<file path="config.mk">
export PLATFORM = sky130hd
export DESIGN_NAME = uart_tx_fifo
export DESIGN_NICKNAME = d
export VERILOG_FILES = /design/src/rtl/uart_pkg.sv /design/src/rtl/sync_fifo.sv /design/src/rtl/uart_tx_fifo.sv
export SDC_FILE = /design/constraint.sdc
export NUM_CORES = 1
export LEC_CHECK = 0
export ABC_AREA = 1
export ABC_CLOCK_PERIOD_IN_PS = 4400
export CORE_MARGIN = 1
export CORE_UTILIZATION = 45
export CTS_BUF_LIST = sky130_fd_sc_hd__clkbuf_4 sky130_fd_sc_hd__clkbuf_8 sky130_fd_sc_hd__clkbuf_16
export DETAILED_ROUTE_END_ITERATION = 16
export DONT_BUFFER_PORTS = 1
export PLACE_DENSITY_LB_ADDON = 0.2
export SYNTH_ARGS = -nofsm -noshare
export SYNTH_HDL_FRONTEND = slang
export SYNTH_SLANG_ARGS = --single-unit
</file>
<file path="constraint.sdc">
create_clock -name clk -period 4.4 [get_ports clk]
set_input_delay 1.32 -clock clk [delete_from_list [all_inputs] [get_ports clk]]
set_output_delay 1.32 -clock clk [all_outputs]
set_load 0.01 [all_outputs]
</file>
<file path="src/rtl/uart_pkg.sv">
// Shared definitions for the UART transmit buffer.
//   UART_DATA_W  - byte width handed to the transmitter
//   GUARD_CYCLES - cycles spent in S_WAIT_LOW before giving up on a lost handshake
//   tx_state_t   - launch FSM state encoding
package uart_pkg;

    localparam int UART_DATA_W  = 8;
    localparam int GUARD_CYCLES = 2;

    typedef enum logic [1:0] {
        S_IDLE      = 2'd0,
        S_LAUNCH    = 2'd1,
        S_WAIT_LOW  = 2'd2,
        S_WAIT_HIGH = 2'd3
    } tx_state_t;

endpackage

</file>
<file path="src/rtl/sync_fifo.sv">
// Circular synchronous FIFO with show-ahead read data.
//   clk, rst_n - clock, asynchronous active-low reset
//   flush      - synchronous clear of pointers and level (beats push/pop)
//   push, din  - enqueue din when not full (or when a pop frees a slot this cycle)
//   pop        - dequeue head entry; ignored when empty
//   dout       - head entry, mem[rd_ptr]
//   level      - entries stored, 0..2^ADDR_W
//   full/empty - level == 2^ADDR_W / level == 0
module sync_fifo #(
    parameter int ADDR_W = 4,
    parameter int DATA_W = 8
) (
    input  logic              clk,
    input  logic              rst_n,
    input  logic              flush,
    input  logic              push,
    input  logic [DATA_W-1:0] din,
    input  logic              pop,
    output logic [DATA_W-1:0] dout,
    output logic [ADDR_W:0]   level,
    output logic              full,
    output logic              empty
);

    localparam logic [ADDR_W:0] DEPTH = {1'b1, {ADDR_W{1'b0}}};

    logic [DATA_W-1:0] mem [2**ADDR_W];
    logic [ADDR_W-1:0] wr_ptr;
    logic [ADDR_W-1:0] rd_ptr;
    logic              do_push;
    logic              do_pop;

    assign full  = (level == DEPTH);
    assign empty = (level == '0);
    assign dout  = mem[rd_ptr];

    // A pop in the same cycle frees a slot, so a push at full still lands.
    assign do_pop  = pop && !empty;
    assign do_push = push && (!full || do_pop);

    always_ff @(posedge clk or negedge rst_n) begin
        if (!rst_n) begin
            wr_ptr <= '0;
            rd_ptr <= '0;
            level  <= '0;
        end else if (flush) begin
            wr_ptr <= '0;
            rd_ptr <= '0;
            level  <= '0;
        end else begin
            if (do_push) wr_ptr <= wr_ptr + 1'b1;
            if (do_pop)  rd_ptr <= rd_ptr + 1'b1;
            case ({do_push, do_pop})
                2'b10:   level <= level + 1'b1;
                2'b01:   level <= level - 1'b1;
                default: level <= level;
            endcase
        end
    end

    always_ff @(posedge clk) begin
        if (do_push && !flush) mem[wr_ptr] <= din;
    end

endmodule

</file>
<file path="src/rtl/uart_tx_fifo.sv">
// Byte buffer and pacing stage in front of the UART transmitter.
//   clk, rst_n         - clock, asynchronous active-low reset
//   flush              - clears FIFO contents and overflow; a frame in flight completes
//   wr_en, wr_data     - one byte per cycle from the bus side
//   full, empty, level - FIFO occupancy
//   overflow           - sticky, set by a write that found the FIFO full
//   tx_data            - byte presented to the transmitter, held until the next launch
//   tx_data_valid      - one-cycle launch pulse
//   tx_data_ready      - transmitter idle indication
//   busy               - FIFO not empty or a frame in flight
//
// state       | meaning
// S_IDLE      | waiting for data and an idle transmitter
// S_LAUNCH    | tx_data_valid high for this single cycle
// S_WAIT_LOW  | waiting for ready to drop (byte accepted); guarded timeout
// S_WAIT_HIGH | frame on the line, waiting for ready to return
import uart_pkg::*;

module uart_tx_fifo #(
    parameter int ADDR_W = 4
) (
    input  logic                   clk,
    input  logic                   rst_n,
    input  logic                   flush,
    input  logic                   wr_en,
    input  logic [UART_DATA_W-1:0] wr_data,
    output logic                   full,
    output logic                   empty,
    output logic [ADDR_W:0]        level,
    output logic                   overflow,
    output logic [UART_DATA_W-1:0] tx_data,
    output logic                   tx_data_valid,
    input  logic                   tx_data_ready,
    output logic                   busy
);

    tx_state_t              state;
    logic [1:0]             guard_cnt;
    logic                   launch;
    logic [UART_DATA_W-1:0] head;

    // Decided from registered empty/state, so a byte written this cycle
    // cannot be launched until the next one.
    assign launch = (state == S_IDLE) && !empty && tx_data_ready && !flush;
    assign busy   = !empty || (state != S_IDLE);

    sync_fifo #(
        .ADDR_W (ADDR_W),
        .DATA_W (UART_DATA_W)
    ) u_fifo (
        .clk   (clk),
        .rst_n (rst_n),
        .flush (flush),
        .push  (wr_en),
        .din   (wr_data),
        .pop   (launch),
        .dout  (head),
        .level (level),
        .full  (full),
        .empty (empty)
    );

    always_ff @(posedge clk or negedge rst_n) begin
        if (!rst_n) begin
            overflow <= 1'b0;
        end else if (flush) begin
            overflow <= 1'b0;
        end else if (wr_en && full && !launch) begin
            overflow <= 1'b1;
        end
    end

    always_ff @(posedge clk or negedge rst_n) begin
        if (!rst_n) begin
            state         <= S_IDLE;
            tx_data       <= '0;
            tx_data_valid <= 1'b0;
            guard_cnt     <= '0;
        end else begin
            tx_data_valid <= 1'b0;
            case (state)
                S_IDLE: begin
                    if (launch) begin
                        tx_data       <= head;
                        tx_data_valid <= 1'b1;
                        state         <= S_LAUNCH;
                    end
                end
                S_LAUNCH: begin
                    guard_cnt <= 2'(GUARD_CYCLES - 1);
                    state     <= S_WAIT_LOW;
                end
                S_WAIT_LOW: begin
                    // Terminal count means ready never dropped: assume the
                    // handshake was lost and return to idle.
                    if (!tx_data_ready) begin
                        state <= S_WAIT_HIGH;
                    end else if (guard_cnt == '0) begin
                        state <= S_IDLE;
                    end else begin
                        guard_cnt <= guard_cnt - 1'b1;
                    end
                end
                S_WAIT_HIGH: begin
                    if (tx_data_ready) state <= S_IDLE;
                end
                default: state <= S_IDLE;
            endcase
        end
    end

endmodule

</file>
# After elaboration in Yosys (flattened, before gate mapping)
# Memory sizes are Yosys's and may differ from the RTL's. A register that Yosys moved wholly into a read port is not among the register bits.
# Cells that the tools add are included.
# W data, S select, Z words.
# totals
ff_bits	19
ram_bits	128
inputBits	13
n_memories	1
# mem_list
memory	depth	width	read_ports	rd_ports_with_merged_regs	write_ports	line	text
u_fifo.mem	16	8	1	1	1	sync_fifo.sv:27	logic [DATA_W-1:0] mem [2**ADDR_W];
# classes
n_addsub	5
eq_ne	11
n_mux	20
reduce_logical	27
# op_table
cell	n
$mux W4	4
$mux W2	6
$pmux W5 S2	1
$reduce_bool A2 Y1	5
$add A4 B1 Y4 const B	2
$logic_and A1 B1 Y1	8
$ne A2 B2 Y1 const B	4
$pmux W2 S4	1
$eq A2 B2 Y1 const B	3
$mux W1	6
$reduce_and A3 Y1	2
$add A5 B1 Y5 const B	1
$eq A5 B5 Y1 const B	1
$logic_not A1 Y1	5
$logic_not A5 Y1	1
$mux W5	1
$sub A5 B1 Y5 const B	1
$eq A2 B1 Y1 const B	2
$logic_not A2 Y1	2
$pmux W2 S2	1
$ne A3 B3 Y1 const B	1
$reduce_bool A3 Y1	1
$logic_or A1 B1 Y1	2
$reduce_and A2 Y1	1
$sub A2 B1 Y2 const B	1

# Depth between registers and ports, before layout
# logic_depth
depth_word	11
depth_mapped	15
ltp_nobuf	15

# By module
# A second synthesis with hierarchy kept.
# unflattened
cells_unflattened	583
area_unflattened_um2	6723.9
# by_module_without_submodules
mod	instances	cells_each	area_per_inst_um2
sync_fifo	1	507	6087.1
uart_tx_fifo	1	76	636.9

# Worst setup path after synthesis
# OpenSTA, ideal clock, no wires.
# synth_path
kind	input -> register
from	in tx_data_ready
to	reg u_fifo.level[4]
setup_ps	118
arrival_time_ps	2716
t_required_ps	4282
setup_slack_ps	1566
path_stages	13
n_path_buf	0
cell_sequence	inv_1 -> nor2_4 -> nand3_4 -> nor2_1 -> ha_1 -> a21oi_1 -> nand3_1 -> nand2_1 -> inv_1 -> nand2_1 -> nand2_1 -> nand3_1 -> nand2_1
# synth_via
elab_chain_len	8
word_cells_on_any_way	10
# synth_rtl
item	line	text
from (decl)	uart_tx_fifo.sv:33	input logic tx_data_ready,
$logic_and A1 B1 Y1 (*) (2 in a row)	uart_tx_fifo.sv:44	assign launch = (state == S_IDLE) && !empty && tx_data_ready && !flush;
$logic_and A1 B1 Y1 (*)	sync_fifo.sv:38	assign do_pop = pop && !empty;
$logic_or A1 B1 Y1	sync_fifo.sv:39	assign do_push = push && (!full || do_pop);
$logic_and A1 B1 Y1	sync_fifo.sv:39	
$eq A2 B1 Y1 or $eq A2 B2 Y1 (tied branches)	sync_fifo.sv:53	case ({do_push, do_pop})
$pmux W5 S2	sync_fifo.sv:53	
$mux W5	sync_fifo.sv:46	end else if (flush) begin
to (signal assigned)	sync_fifo.sv:54	2'b10: level <= level + 1'b1;
to (signal assigned)	sync_fifo.sv:55	2'b01: level <= level - 1'b1;
to (signal assigned)	sync_fifo.sv:56	default: level <= level;
to (decl)	sync_fifo.sv:20	output logic [ADDR_W:0] level,
# Mark *: on every way between the ends. The rest lies on a longest branch, timed or not.
# A chain may end at the register's enable or synchronous reset.

# Worst setup path after layout
# layout_path
from	reg u_fifo.level[1]
to	out busy
# layout_via
elab_chain_len	3
# layout_rtl
item	line	text
$logic_not A5 Y1	sync_fifo.sv:34	assign empty = (level == '0);
net empty	uart_tx_fifo.sv:28	output logic empty,
$logic_not A1 Y1	uart_tx_fifo.sv:45	assign busy = !empty || (state != S_IDLE);
$logic_or A1 B1 Y1	uart_tx_fifo.sv:45	
to (decl)	uart_tx_fifo.sv:34	output logic busy
# The timed path passes the listed nets, and every way through them passes these cells.

==> flow_summary.ini <==
[worst_setup_path]
critPathMaxFanout = 6
arrival_ns = 1.62
start_kind = flop
criticalPathCategory = reg -> out
setup.worst_path.end_class = primary output
cp.required_ns = 3.08

[synth]
ys_ff_latch = 155
async_flop_share_pct = 17.4
yosysUniqueCellTypes = 34
syn_inst = 617
ys.flop_type = edfxtp_1
synth_edf_count = 128
ys_warn_count = 0
netlist_area_sq_mm = 0.00669
syn_area_per_cell_sq_um = 10.8
synthTopCellsByCount = edfxtp_1 (128), nand2_1 (128), nor2_1 (121)
yosys.area.top_type = edfxtp_1
synth_seq_area_share_pct = 67.5
synth_top_area_share_pct = 57.4
mappedNetlistNets = 640
synth_area_leaders = edfxtp_1 (57%), dfrtp_1 (10%), nand2_1 (7.2%)

[power]
seqPwrFrac_pct = 48.7
internal-power_mw = 2.65
switching_share_pct = 25.5
clkPwrFrac_pct = 39.7
power_leakage_nw = 2.81
power_density_mw_per_mm2 = 483
p_total_mw = 3.56
ir_worst_vdd_mv = 0.233
p_comb_share_pct = 11.6
switchingPower_mw = 0.907

[drt]
viasPerCell = 5.41
drt_pass1_iterations = 5
wl_per_cell_um = 19.2
ant_nets = 0
via_count = 4363
totalWireLength_um = 15500
drc = 0
drt_iter0_drc = 399

[placement]
dp_hpwl_um = 10100
io_buffer_count = 0
placed_area_sq_mm = 0.00678
gp_congestion = 0.796
placed_cells = 775
pre_cts_ws_ns = 1.10

[floorplanning]
die-area_sq_mm = 0.0154
fp.dieH_um = 124
start_util_pct = 46.0
ios = 31
core_area_sq_mm = 0.0145
num_rows = 44
fp.dieW_um = 124

[global_route]
antenna_found_initial = 0
grt_pass1_vias = 4357
grt.total_usage_pct = 22.2
grt_remaining_overflow = 0
grt_pass1_wl_um = 23900
grt_max_degree = 67

[cts]
cts_setup_buffers = 0
cts.root.buffer_cell = clkbuf_16
cts_hold_buffers = 0
clockBufferDepth = 2
clk_latency_ns = 0.43
cts_buffers = 17
htreeDepth = 4
cts_sinks = 155
cts-resized-gates = 0
clkTransAtPathRegs_ns = 0.06
cts_tree = yes

[cells_and_area]
fin_area_sq_mm = 0.00737
syn_to_final_growth_pct = 10.1
instances_no_fill = 807
nets = 633
layout-drive-gt1-share_pct = 8.51
fillers = 1331
n_antenna_cell = 0
fin_util_pct = 50.7

[sta]
rsz0062_at_grt = false
slew_viol_final = 0
worstMarginPinSlew_ns = 1.00
tns_ns = 0
maxSlewHeadroom_pct = 33.2
finalHoldViolCount = 0
fin_crit_sh_pct = 66.8
fmax_mhz = 340
fin_skew_ns = 0.00579
setup_viol = 0
setup_slack_ns = 1.46
period_needed_ns = 2.94
fin_hold_ws_ns = 0.537

[min_path]
hold_path.class = reg -> reg

[job]
maxCapViolCount = 0

[run_status]
run_status = finished, final reports clean
final cells by class:
| type | count | area [sq um] | area share (%) |
|---|---|---|---|
| flip-flops and latches | 155 | 4520 | 61.3 |
| multi-input cells | 409 | 1920 | 26.1 |
| clock buffers | 27 | 554 | 7.52 |
| well taps | 184 | 230 | 3.12 |
| inverters | 25 | 93.8 | 1.27 |
| clock inverters | 5 | 31.3 | 0.424 |
| repair buffers | 2 | 15.0 | 0.204 |
final timing paths:
| check | startpoint | end | slack, ns | depth (start not counted) |
|---|---|---|---|---|
| worst max-delay path | u_fifo.level[1]$_DFFE_PN0P_ | busy | 1.46 | 4 |
| worst min-delay path | guard_cnt[1]$_DFFE_PN0P_ | guard_cnt[1]$_DFFE_PN0P_ | 0.54 | 2 |
| worst max register to register | u_fifo.level[4]$_DFFE_PN0P_ | u_fifo.mem[8][4]$_DFFE_PP_ | 1.89 | 8 |
| worst min register to register | guard_cnt[1]$_DFFE_PN0P_ | guard_cnt[1]$_DFFE_PN0P_ | 0.54 | 2 |
| max in group asynchronous | rst_n | u_fifo.rd_ptr[0]$_DFFE_PN0P_ | 3.73 | 0 |
| min in group asynchronous | rst_n | u_fifo.wr_ptr[2]$_DFFE_PN0P_ | 0.58 | 0 |
layout by cell type (no fill, tap or decap), types with 2 or more instances in the layout:
cell type,count
a21oi_1,4
nand2_4,2
nor2_1,121
buf_4,2
edfxtp_1,128
nor2_4,3
nand4_1,2
clkbuf_4,5
clkinv_1,3
clkbuf_8,3
o21ai_1,9
nand2_1,128
clkinvlp_4,3
nand2_2,4
nand3_1,65
xor2_1,2
dfrtp_1,26
inv_2,4
clkbuf_16,19
ha_1,9
inv_1,19
o21ai_0,48
power groups by stage:
stage / sequential, mW / combinational (mW) / clock (mW)
3_3_place_gp: 1.76 / 0.407 / 0
4_1_cts: 1.73 / 0.416 / 1.44
2_1_floorplan: 1.75 / 0.336 / 0
5_1_grt: 1.74 / 0.478 / 1.48
3_5_place_dp: 1.76 / 0.414 / 0
6_report: 1.73 / 0.414 / 1.41
logic make-up after synthesis:
| logic type | count (synthesis) | share of synthesized area (%) |
|---|---|---|
| XOR/XNOR | 3 | 0.393 |
| AND/OR/NAND/NOR | 331 | 21.2 |
| adder cells (fa/ha/maj) | 10 | 1.98 |
| flip-flops | 155 | 67.5 |
| buffers and inverters | 53 | 3.70 |
| AO/OA/AOI/OAI | 65 | 5.18 |
critical path, cell delays in order (launching register included):
cell and delay, ns:
dfrtp_1 0.45, nor2_1 0.19, nand3_2 0.23, inv_1 0.20
nand2_1 0.12
registers in the layout, indices dropped and copies added, names as in the netlist:
signal         cells
u_fifo.mem       128
u_fifo.wr_ptr      4
overflow           1
state              2
guard_cnt          2
tx_data            8
u_fifo.level       5
u_fifo.rd_ptr      4
tx_data_valid      1
metal layers:
layer | track usage, % | routed length, um
met1 | 29.0 | 6830
met2 | 35.4 | 7470
met3 | 4.90 | 785
met4 | 10.4 | 422
met5 | 0 | 0
No activity file was read; power rests on OpenSTA's default activity.
